==> config.mk <==
export PLATFORM = sky130hd
export DESIGN_NAME = pn_wave_shaper
export DESIGN_NICKNAME = d
export VERILOG_FILES = /design/src/rtl/pn_pkg.sv /design/src/rtl/pn_slew_limiter.sv /design/src/rtl/pn_wave_shaper.sv
export SDC_FILE = /design/constraint.sdc
export NUM_CORES = 1
export LEC_CHECK = 0
export ABC_AREA = 1
export BUFFER_PORTS_ARGS = -buffer_cell sky130_fd_sc_hd__clkbuf_2
export CAP_MARGIN = 20
export CORE_MARGIN = 2
export CORE_UTILIZATION = 40
export DETAILED_ROUTE_END_ITERATION = 8
export SETUP_SLACK_MARGIN = 0.3
export SLEW_MARGIN = 20
export SYNTH_ARGS = -nofsm -noshare
export SYNTH_HDL_FRONTEND = slang
export SYNTH_SLANG_ARGS = --single-unit
==> constraint.sdc <==
create_clock -name clk -period 4.8 [get_ports clk]
set_input_delay 1.44 -clock clk [delete_from_list [all_inputs] [get_ports clk]]
set_output_delay 1.44 -clock clk [all_outputs]
set_load 0.1 [all_outputs]
==> src/rtl/pn_pkg.sv <==
// Shared types and constants for the AWG PN wave shaper.
// Imported by the shaper top and its slew limiter.
package pn_pkg;

  localparam int PN_DATA_W = 14;
  localparam int PN_CNT_W  = 16;

  // A PN bit equal to this value selects level_hi.
  localparam logic PN_HI_BIT = 1'b1;

  typedef enum logic [1:0] {
    ST_IDLE = 2'd0,
    ST_HOLD = 2'd1,
    ST_SLEW = 2'd2
  } pn_state_e;

  function automatic logic pn_eff_bit(
    input logic bit_in,
    input logic inv
  );
    return bit_in ^ inv;
  endfunction

endpackage

==> src/rtl/pn_slew_limiter.sv <==
// Combinational slew clamp: moves cur toward target by at most step.
// A zero step means jump straight to target.
module pn_slew_limiter
  import pn_pkg::*;
#(
  parameter int DATA_W = PN_DATA_W
) (
  input  logic signed [DATA_W-1:0] target,
  input  logic signed [DATA_W-1:0] cur,
  input  logic        [DATA_W-1:0] step,
  output logic signed [DATA_W-1:0] next
);

  logic signed [DATA_W:0] tgt_x;
  logic signed [DATA_W:0] cur_x;
  logic signed [DATA_W:0] diff;
  logic signed [DATA_W:0] stp_x;
  logic signed [DATA_W:0] moved;
  logic        [DATA_W:0] mag;
  logic                   neg;
  logic                   snap;

  always_comb begin
    tgt_x = {target[DATA_W-1], target};
    cur_x = {cur[DATA_W-1], cur};
    stp_x = {1'b0, step};
    // One extra bit keeps the full hi-to-lo span representable.
    diff  = tgt_x - cur_x;
    neg   = diff[DATA_W];
    mag   = neg ? $unsigned(-diff) : $unsigned(diff);
    snap  = (step == '0) || (mag <= {1'b0, step});
    moved = neg ? (cur_x - stp_x) : (cur_x + stp_x);
    next  = snap ? target : moved[DATA_W-1:0];
  end

endmodule

==> src/rtl/pn_wave_shaper.sv <==
// Maps a strobed PN bit stream to slew-limited signed DAC samples,
// with a bit-boundary pulse and a level transition counter.
module pn_wave_shaper
  import pn_pkg::*;
#(
  parameter int DATA_W = PN_DATA_W,
  parameter int CNT_W  = PN_CNT_W
) (
  input  logic                     clk,
  input  logic                     rst_n,
  input  logic                     enable,
  input  logic                     pn_bit,
  input  logic                     bit_strobe,
  input  logic                     invert,
  input  logic signed [DATA_W-1:0] level_hi,
  input  logic signed [DATA_W-1:0] level_lo,
  input  logic        [DATA_W-1:0] slew_step,
  output logic signed [DATA_W-1:0] dac_out,
  output logic                     sample_valid,
  output logic                     bit_sync,
  output logic                     slewing,
  output logic        [CNT_W-1:0]  edge_count
);

  pn_state_e state_q, state_d;

  logic signed [DATA_W-1:0] dac_q, dac_d;
  logic signed [DATA_W-1:0] target_q, target_d;
  logic        [DATA_W-1:0] step_q, step_d;
  logic        [CNT_W-1:0]  edge_cnt_q, edge_cnt_d;
  logic                     cur_bit_q, cur_bit_d;
  logic                     first_q, first_d;
  logic                     sync_pend_q, sync_pend_d;
  logic                     inc_pend_q, inc_pend_d;
  logic                     bit_sync_q, bit_sync_d;

  logic signed [DATA_W-1:0] lim_next;
  logic signed [DATA_W-1:0] new_lvl;
  logic                     eff;

  pn_slew_limiter #(
    .DATA_W (DATA_W)
  ) u_lim (
    .target (target_q),
    .cur    (dac_q),
    .step   (step_q),
    .next   (lim_next)
  );

  always_comb begin
    eff     = pn_eff_bit(pn_bit, invert);
    new_lvl = (eff == PN_HI_BIT) ? level_hi : level_lo;
  end

  always_comb begin
    state_d     = state_q;
    dac_d       = dac_q;
    target_d    = target_q;
    step_d      = step_q;
    cur_bit_d   = cur_bit_q;
    first_d     = first_q;
    sync_pend_d = 1'b0;
    inc_pend_d  = 1'b0;
    bit_sync_d  = sync_pend_q;
    edge_cnt_d  = edge_cnt_q + CNT_W'(inc_pend_q);

    unique case (1'b1)
      !enable: begin
        state_d    = ST_IDLE;
        dac_d      = '0;
        target_d   = '0;
        step_d     = '0;
        cur_bit_d  = 1'b0;
        first_d    = 1'b1;
        bit_sync_d = 1'b0;
        edge_cnt_d = '0;
      end
      enable: begin
        // Output moves toward the target latched at an earlier edge.
        dac_d = lim_next;
        if (bit_strobe) begin
          target_d    = new_lvl;
          step_d      = slew_step;
          sync_pend_d = 1'b1;
          inc_pend_d  = !first_q && (eff != cur_bit_q);
          cur_bit_d   = eff;
          first_d     = 1'b0;
        end
        if ((dac_d != target_d) && (step_d != '0)) begin
          state_d = ST_SLEW;
        end else begin
          state_d = ST_HOLD;
        end
      end
      default: begin
        state_d = ST_IDLE;
      end
    endcase
  end

  always_ff @(posedge clk or negedge rst_n) begin
    if (!rst_n) begin
      state_q     <= ST_IDLE;
      dac_q       <= '0;
      target_q    <= '0;
      step_q      <= '0;
      cur_bit_q   <= 1'b0;
      first_q     <= 1'b1;
      sync_pend_q <= 1'b0;
      inc_pend_q  <= 1'b0;
      bit_sync_q  <= 1'b0;
      edge_cnt_q  <= '0;
    end else begin
      state_q     <= state_d;
      dac_q       <= dac_d;
      target_q    <= target_d;
      step_q      <= step_d;
      cur_bit_q   <= cur_bit_d;
      first_q     <= first_d;
      sync_pend_q <= sync_pend_d;
      inc_pend_q  <= inc_pend_d;
      bit_sync_q  <= bit_sync_d;
      edge_cnt_q  <= edge_cnt_d;
    end
  end

  assign dac_out      = dac_q;
  assign sample_valid = (state_q != ST_IDLE);
  assign slewing      = (state_q == ST_SLEW);
  assign bit_sync     = bit_sync_q;
  assign edge_count   = edge_cnt_q;

endmodule

==> impl_metrics.toml, run 1 <==
[clock_tree]
clock-sinks = 65
cts_root_buf = "clkbuf_16"
holdBufCountCts = 0
cts_tree = "yes"
clk_pin_slew_ps = 60
cts_buffers = 9
clk_latency_ps = 340
htree_levels = 3
clock_path_buffers = 2

[global_route]
overflow = 0
track_usage = 0.222
grtUsageMet1 = 0.305
antenna_found_initial = 0
grt_busiest_layer = "met2"
grt_first_pass_wirelength_um = 28000
grtUsageMet3 = 0.0279
grt_pass1_vias = 5713
gr-usage-met2 = 0.349
grt_max_degree = 51

[routing]
wirelength_um = 16800
avgViaCountPerCell = 5.04
dr.pass1.iters = 5
route.antenna.remaining_nets = 0
wl_per_cell_um = 14.4
drcViolationCount = 0
first_iter_violations = 397
num_vias = 5899

[synthesis]
synthMuxAreaShare = 0
syn_avg_cell_area_um2 = 6.66
yosysWarnings = 0
synth_compound_area_frac = 0.114
synthTopCellsByArea = "dfrtp_1 (27%), nand2_1 (14%), ha_1 (9.6%)"
synthSimpleGateAreaFrac = 0.339
synthesis.nets = 972
synth_cells = 877
synth_top_flop_cell = "dfrtp_1"
ys_ff_latch = 65
yosysMostFrequentCell = "nand2_1"
synth-xor-area-share = 0.0570
ys_seq_area_frac = 0.279
yosys.area_share.adder = 0.103
synth_top_area_share = 0.274
synth_area_mm2 = 0.00584
synth.distinct_cells = 43
async_reset_ff_frac = 1.00
synth_top_family_by_area = "simple AND/OR/NAND/NOR gates"
synth_commonest_cells = "nand2_1 (220), inv_1 (130), nor2_1 (88)"
synth-edff-count = 0
yosys.area.top_type = "dfrtp_1"

[flow_run]
cap_violations = 0

[status]
outcome = "finished clean"

[min_path]
min-delay-start = "sync_pend_q"
hp-class = "flip-flop to flip-flop"

[finish]
nNetsFinal = 1077
layout-drive-gt1-share = 0.218
area_delta_synth_final_pct = 24.0
antenna_cells = 0
instances_no_fill = 1171

[sta]
fin_ws_ps = 306
worstMarginPinSlew_ps = 889
fin_crit_sh = 0.936
drv_slew = 0
max_freq_mhz = 223
setup_viol = 0
whs_ps = 439
period_needed_ps = 4490
finClkSkew_ps = 11.4
timing.slew.headroom = 0.406
rsz0062_at_grt = "yes"
fin_setup_tns_ps = 0
hold_viol = 0

[floorplan]
core_region_area_mm2 = 0.0144
pin_count = 81
rows = 44
start_util = 0.406
die_w_um = 125
fp.dieArea_mm2 = 0.0156
die_h_um = 125

[critical_path]
crit_family = "buffers and inverters"
r2r-start = "target_q[0]"
arrival_ps = 4680
max_stage_delay_ps = 400
crit_top_cell = "buf_4"
crit_type = "flip-flop to flip-flop"
worst-path-buf-inv = 12
cp_slowest_cell = "dfrtp_1"
cp_max_fo = 5
cp-start-kind = "flip-flop"
cp.required_ps = 4990
cp-startpoint = "target_q[0]"
crit_path_end_kind = "flip-flop"

[placed_design]
dp_cells = 1127
gp_congestion = 0.902
hpwl_um = 12900
place_ws_ps = 34.5
io_buffer_count = 80
-- kinds of logic after synthesis --
| kind of cell | after synthesis |
|---|---|
| adders and majority gates | 47 |
| AOI/OAI and AO/OA | 122 |
| and+or+nand+nor | 446 |
| DFF | 65 |
| buffers and inverters | 159 |
| xor gates and xnor gates | 38 |
-- metrics by stage --
stage          utilization  instance area [µm²]
2_1_floorplan            -                 5860
3_3_place_gp         0.449                 6450
3_5_place_dp         0.449                 6450
4_1_cts              0.494                 7100
5_1_grt              0.504                 7240
6_report             0.504                 7240
-- layout by cell type, fill, tap and decap left out, drive strengths merged --
| cell type | count |
|---|---|
| xnor2 | 8 |
| or4 | 1 |
| clkbuf | 90 |
| or2 | 2 |
| o21ai | 49 |
| and2 | 1 |
| a221oi | 2 |
| o31ai | 2 |
| o211ai | 3 |
| a21o | 3 |
| o21bai | 2 |
| a211oi | 1 |
| nand3 | 80 |
| nand2 | 235 |
| o21a | 3 |
| nand4 | 7 |
| nor3b | 2 |
| clkinv | 3 |
| xor2 | 30 |
| fa | 2 |
| nor2 | 91 |
| inv | 139 |
| nand3b | 11 |
| nor3 | 16 |
| a21oi | 53 |
| and3 | 1 |
| dfrtp | 64 |
| a31oi | 4 |
| buf | 35 |
| bufinv | 1 |
| dfstp | 1 |
| ha | 45 |
-- worst paths after layout --
| check | end | slack [ps] | depth (start not counted) |
|---|---|---|---|
| worst min register to register | bit_sync | 440 | 2 |
| min in group asynchronous | target_q[2] | 1090 | 1 |
| worst max-delay path | state_q[1] | 310 | 33 |
| max in group asynchronous | dac_out[13] | 2760 | 2 |
| worst max register to register | state_q[1] | 310 | 33 |
| worst min-delay path | bit_sync | 440 | 2 |
-- layout make-up --
class	count	area (µm²)
timing repair buffer	115	757
fill	1465	7130
sequential	65	1650
clock buffer	10	239
multi-input combinational	654	3770
inverter	137	514
clock inverter	6	73.8
tap	184	230
-- tightest hold or removal path, stage by stage, from the launching register on --
cell and delay, ps:
dfrtp_1 320, nand2_1 50, inv_1 40
-- timing repair --
item / in CTS / in global routing
buffers inserted: 21 / 3
pin swaps: 27 / 26
endpoints found under the hold margin: 0 / 0
resized for setup: 27 / 23
endpoints found under the setup margin: 2 / 11
gates cloned: 3 / 1
-- routing by layer --
metal	routed length, µm	vias up
li1	-	3035
met1	7850	2672
met2	7440	164
met3	875	28
met4	670	0
met5	0	-
-- registers in the layout (all words and copies together), names as in the netlist --
register / flops
first_q: 1
cur_bit_q: 1
target_q: 14
sync_pend_q: 1
state_q: 2
edge_count: 16
inc_pend_q: 1
dac_out: 14
bit_sync: 1
step_q: 14
Power of run 1 is left out: the tool's default activity adds up to more than one toggle a clock period on the data nets, which glitch-free logic cannot reach.
==> run 2: changes to the inputs <==
--- a/config.mk
+++ b/config.mk
@@ -8,11 +8,11 @@
 export ABC_AREA = 1
 export BUFFER_PORTS_ARGS = -buffer_cell sky130_fd_sc_hd__clkbuf_2
 export CAP_MARGIN = 20
-export CORE_MARGIN = 2
 export CORE_UTILIZATION = 40
 export DETAILED_ROUTE_END_ITERATION = 8
 export SETUP_SLACK_MARGIN = 0.3
 export SLEW_MARGIN = 20
 export SYNTH_ARGS = -nofsm -noshare
 export SYNTH_HDL_FRONTEND = slang
+export SYNTH_HIERARCHICAL = 1
 export SYNTH_SLANG_ARGS = --single-unit
==> impl_metrics.toml, run 2 <==
[status]
outcome = "finished clean"

[global_route]
grt_max_degree = 38
grt_first_pass_wirelength_um = 29000
track_usage = 0.226
grt_pass1_vias = 5826
overflow = 0
antenna_found_initial = 0

[finish]
mostFrequentLayoutCells = "nand2_1 (223), inv_1 (165), nand3_1 (104)"
layout_commonest_cell = "nand2_1"
area_delta_synth_final_pct = 27.9
antenna_cells = 0
largest_register_ffs = 16
instances_no_fill = 1299
nNetsFinal = 1178
layout-drive-gt1-share = 0.285
utilization = 0.529

[sta]
setup_viol = 0
worstMarginPinSlew_ps = 694
hold_viol = 0
fin_setup_tns_ps = 0
fin_ws_ps = 417
whs_ps = 456
drv_slew = 0
rsz0062_at_grt = "yes"
period_needed_ps = 4380
finClkSkew_ps = 4.71
timing.slew.headroom = 0.537
max_freq_mhz = 228
fin_crit_sh = 0.913

[routing]
num_vias = 6445
drcViolationCount = 0
first_iter_violations = 305
avgViaCountPerCell = 4.96
route.antenna.remaining_nets = 0
wl_per_cell_um = 14.4
dr.pass1.iters = 5
wirelength_um = 18700

[power_and_ir_drop]
p_int_mw = 3.15
sw_frac_of_total = 0.528
switchingPower_mw = 3.52
clkPwrFrac = 0.103
pwr_density_cell_mw_per_mm2 = 820
irDropWorstVdd_v = 0.000301
leakage_nw = 4.42
seqPwrFrac = 0.104
pwr-share-comb = 0.793

[clock_tree]
holdBufCountCts = 0
clk_latency_ps = 330
clock-sinks = 65
cts_root_buf = "clkbuf_16"
clock_path_buffers = 2
cts_tree = "yes"
htree_levels = 3
clk_pin_slew_ps = 60
cts_buffers = 9

[floorplan]
pin_count = 81
fp.dieArea_mm2 = 0.0164
start_util = 0.414
core_region_area_mm2 = 0.0154
rows = 45
die_w_um = 128
die_h_um = 128

[placed_design]
hpwl_um = 14100
dp_cells = 1247
gp_congestion = 0.885
io_buffer_count = 80
place_ws_ps = 70.9

[critical_path]
cp-start-kind = "flip-flop"
crit_path_end_kind = "flip-flop"
cp.required_ps = 5010
cp_max_fo = 7
cp_slowest_cell = "dfrtp_4"
crit_type = "flip-flop to flip-flop"
arrival_ps = 4600
crit_top_cell = "nand2_1"
max_stage_delay_ps = 490

[synthesis]
synthesis.nets = 1065
yosys.area.top_type = "dfrtp_1"
synth_commonest_cells = "nand2_1 (248), inv_1 (171), nand3_1 (110)"
yosysMostFrequentCell = "nand2_1"
synth-edff-count = 0
ys_ff_latch = 65
async_reset_ff_frac = 1.00
synth_area_mm2 = 0.00636
synth_cells = 970
ys_seq_area_frac = 0.256
synth.distinct_cells = 41
syn_avg_cell_area_um2 = 6.55
synthTopCellsByArea = "dfrtp_1 (25%), nand2_1 (15%), inv_1 (10%)"
synth_top_area_share = 0.252
synth_top_flop_cell = "dfrtp_1"
yosysWarnings = 6

[flow_run]
cap_violations = 0

[min_path]
hp-class = "flip-flop to flip-flop"
## run 2: changes by cell type after synthesis, moves of 6 or more
cell and delta:
nand3_1 +35, nand4_1 +8, or2_2 +10, nand3_2 +6, nor2_1 -6, a21oi_1 -6
nand2_1 +28, clkbuf_1 -9, inv_1 +41, mux2i_1 +12, o21ai_0 -31
## run 2: through the flow
| step | instance area (µm²) | power [mW] |
|---|---|---|
| finish | 8130 | 6.67 |
| global placement | 6950 | 4.53 |
| global route | 8130 | 7.20 |
| floorplan | 6370 | 3.76 |
| detailed placement | 6950 | 4.53 |
| CTS | 7350 | 5.43 |
## run 2: cell type report
cell class              instances  area, µm²
flip-flops and latches         65       1650
clock inverters                 5       61.3
repair inverters                1       8.76
inverters                     180        691
well taps                     211        264
fillers                      1515       7240
repair buffers                121        734
multi-input cells             705       4470
clock buffers                  11        253
## run 2: layer usage
metal	up-vias	GRT usage	wire length (µm)
met2	152	0.373	8760
met4	0	0.0768	474
met1	2977	0.309	8780
met5	-	0	0
li1	3289	-	-
met3	27	0.0230	688
## run 2: path summary, 6_finish.rpt
check,start,end,slack (ps),cells after the start
max,dac_out[0],state_q[1],420,31
min,sync_pend_q,bit_sync,460,2
max reg2reg,dac_out[0],state_q[1],420,31
min reg2reg,sync_pend_q,bit_sync,460,2
max in group asynchronous,rst_n,target_q[10],2650,2
min in group asynchronous,rst_n,edge_count[6],1150,1
## run 2: cells by family (layout without fill, tap and decap cells)
group,count (synthesis),after routing,share of synthesized area
xor gates and xnor gates,36,36,0.0496
adders and majority gates,47,47,0.0949
AOI/OAI and AO/OA,78,78,0.0677
muxes,12,12,0.0189
and+or+nand+nor,530,532,0.384
DFF,65,65,0.256
buffers and inverters,202,318,0.129
## run 2: repair_timing
item,in CTS,in global routing
gates resized for setup,10,125
endpoints found under the setup margin,2,2
setup buffers,4,29
pin swaps,4,58
gates cloned,1,2
## run 2: worst max-delay path, delay by kind of cell, from the launching register on
family / cells / cell delay (ps)
flip-flops: 1 / 490
AO/OA/AOI/OAI: 4 / 500
buffers and inverters: 3 / 190
adder cells (fa/ha/maj): 4 / 1060
AND/OR/NAND/NOR: 19 / 1810
XOR/XNOR: 1 / 210
## run 2: power by group through the flow
stage / clock (mW) / combinational [mW] / sequential [mW]
2_1_floorplan: 0 / 2.81 / 0.947
3_3_place_gp: 0 / 3.83 / 0.702
3_5_place_dp: 0 / 3.83 / 0.703
4_1_cts: 0.700 / 4.04 / 0.694
5_1_grt: 0.716 / 5.78 / 0.703
6_report: 0.685 / 5.29 / 0.696
Power figures use the tool's default switching activity.
==> run 3: changes to the inputs <==
==> constraint.sdc (replaced) <==
create_clock -name clk -period 3.9 [get_ports clk]
set_input_delay 1.17 -clock clk [delete_from_list [all_inputs] [get_ports clk]]
set_output_delay 1.17 -clock clk [all_outputs]
set_load 0.1 [all_outputs]
==> impl_metrics.toml, run 3 (synthesized netlist as in run 2, its figures left out) <==
[floorplan]
start_util = 0.414
core_region_area_mm2 = 0.0154
die_h_um = 128
die_w_um = 128
rows = 45
fp.dieArea_mm2 = 0.0164
pin_count = 81

[routing]
dr.pass1.iters = 5
route.antenna.remaining_nets = 0
wirelength_um = 19200
num_vias = 6703
wl_per_cell_um = 13.7
drcViolationCount = 0
first_iter_violations = 395
avgViaCountPerCell = 4.77

[critical_path]
arrival_ps = 4710
cp_slowest_cell = "dfrtp_4"
cp.required_ps = 4100
crit_type = "flip-flop to flip-flop"
max_stage_delay_ps = 490
cp_max_fo = 6
cp-start-kind = "flip-flop"
crit_path_end_kind = "flip-flop"

[sta]
fin_setup_tns_ps = -2640
rsz0062_at_grt = "yes"
worstMarginPinSlew_ps = 758
finClkSkew_ps = 5.16
fin_ws_ps = -602
max_freq_mhz = 222
whs_ps = 449
timing.slew.headroom = 0.494
period_needed_ps = 4500
hold_viol = 0
setup_viol = 14
drv_slew = 0
fin_crit_sh = 1.15

[power_and_ir_drop]
p_int_mw = 4.67
leakage_nw = 4.92
seqPwrFrac = 0.091
sw_frac_of_total = 0.490
pwr-share-comb = 0.812
switchingPower_mw = 4.48
clkPwrFrac = 0.097
pwr_density_cell_mw_per_mm2 = 1030
irDropWorstVdd_v = 0.000424

[flow_run]
cap_violations = 0

[clock_tree]
cts_root_buf = "clkbuf_16"
clk_pin_slew_ps = 60
clk_latency_ps = 330
holdBufCountCts = 0
clock_path_buffers = 2
cts_tree = "yes"
cts_buffers = 9
clock-sinks = 65
htree_levels = 3

[placed_design]
hpwl_um = 15200
io_buffer_count = 80
gp_congestion = 0.926
detailed_place.area_mm2 = 0.00796

[global_route]
track_usage = 0.240
overflow = 0
antenna_found_initial = 0
grt_pass1_vias = 6320
grt_max_degree = 36
grt_first_pass_wirelength_um = 30800

[min_path]
hp-class = "flip-flop to flip-flop"

[finish]
layout_commonest_cell = "nand2_1"
largest_register_ffs = 16
post-route-cell-area_mm2 = 0.00887
layout-drive-gt1-share = 0.346
area_delta_synth_final_pct = 39.6
mostFrequentLayoutCells = "nand2_1 (216), inv_1 (163), buf_4 (141)"
utilization = 0.577
nNetsFinal = 1285
antenna_cells = 0

[status]
outcome = "finished with violations"
failed_checks = "negative setup slack"
==> run 3: cell count changes in the layout (fill, tap and decap cells not counted), sizes merged <==
cell / previous run / this run
buf: 42 / 150
bufinv: 1 / 2
clkbuf: 90 / 91
clkinv: 4 / 1
clkinvlp: 0 / 1
nand2: 272 / 271
==> run 3: stage by stage <==
stage | instances | total power, mW | worst slack [ps]
after floorplan | 970 | 4.70 | -283
after global placement | 1373 | 6.79 | -519
after detailed placement | 1373 | 6.81 | -545
after CTS | 1394 | 8.07 | -376
after global routing | 1406 | 9.93 | -812
final | 1406 | 9.15 | -602
==> run 3: worst paths after layout <==
path	startpoint	end	slack (ps)	depth (start not counted)
min	sync_pend_q	bit_sync	450	2
min reg2reg	sync_pend_q	bit_sync	450	2
max	dac_out[0]	state_q[1]	-600	33
min in group asynchronous	rst_n	edge_count[8]	910	1
max in group asynchronous	rst_n	step_q[11]	2250	2
max reg2reg	dac_out[0]	state_q[1]	-600	33
==> run 3: what timing repair did <==
action	4_1_cts	5_1_grt
resized for setup	34	78
endpoints found under the setup margin	16	16
buffers inserted	5	10
gates cloned	0	2
pin swaps	16	46
==> run 3: worst max-delay path: cells and delay by family, from the launching register on <==
family | cells | cell delay (ps)
xor+xnor | 1 | 150
flops | 1 | 490
compound gates | 1 | 180
buf+inv | 6 | 460
simple gates | 21 | 2030
fa+ha+maj | 4 | 1050
==> run 3: layout make-up <==
type | count | area, µm²
multi-input combinational | 704 | 4360
clock buffer | 11 | 243
sequential | 65 | 1670
clock inverter | 5 | 85.1
tap | 211 | 264
timing repair buffer | 230 | 1580
fill | 1465 | 6500
inverter | 180 | 683
==> run 3: power groups by stage <==
| stage | logic [mW] | registers (mW) | clock network, mW |
|---|---|---|---|
| 2_1_floorplan | 3.52 | 1.18 | 0 |
| 3_3_place_gp | 5.95 | 0.841 | 0 |
| 3_5_place_dp | 5.97 | 0.843 | 0 |
| 4_1_cts | 6.33 | 0.831 | 0.903 |
| 5_1_grt | 8.16 | 0.840 | 0.937 |
| 6_report | 7.43 | 0.831 | 0.887 |
==> run 3: per-layer routing <==
layer / track usage / up-vias / wire (µm)
met5: 0 / - / 0
met4: 0.0657 / 0 / 285
met3: 0.0246 / 19 / 686
met2: 0.398 / 133 / 9100
met1: 0.333 / 3045 / 9170
li1: - / 3506 / -
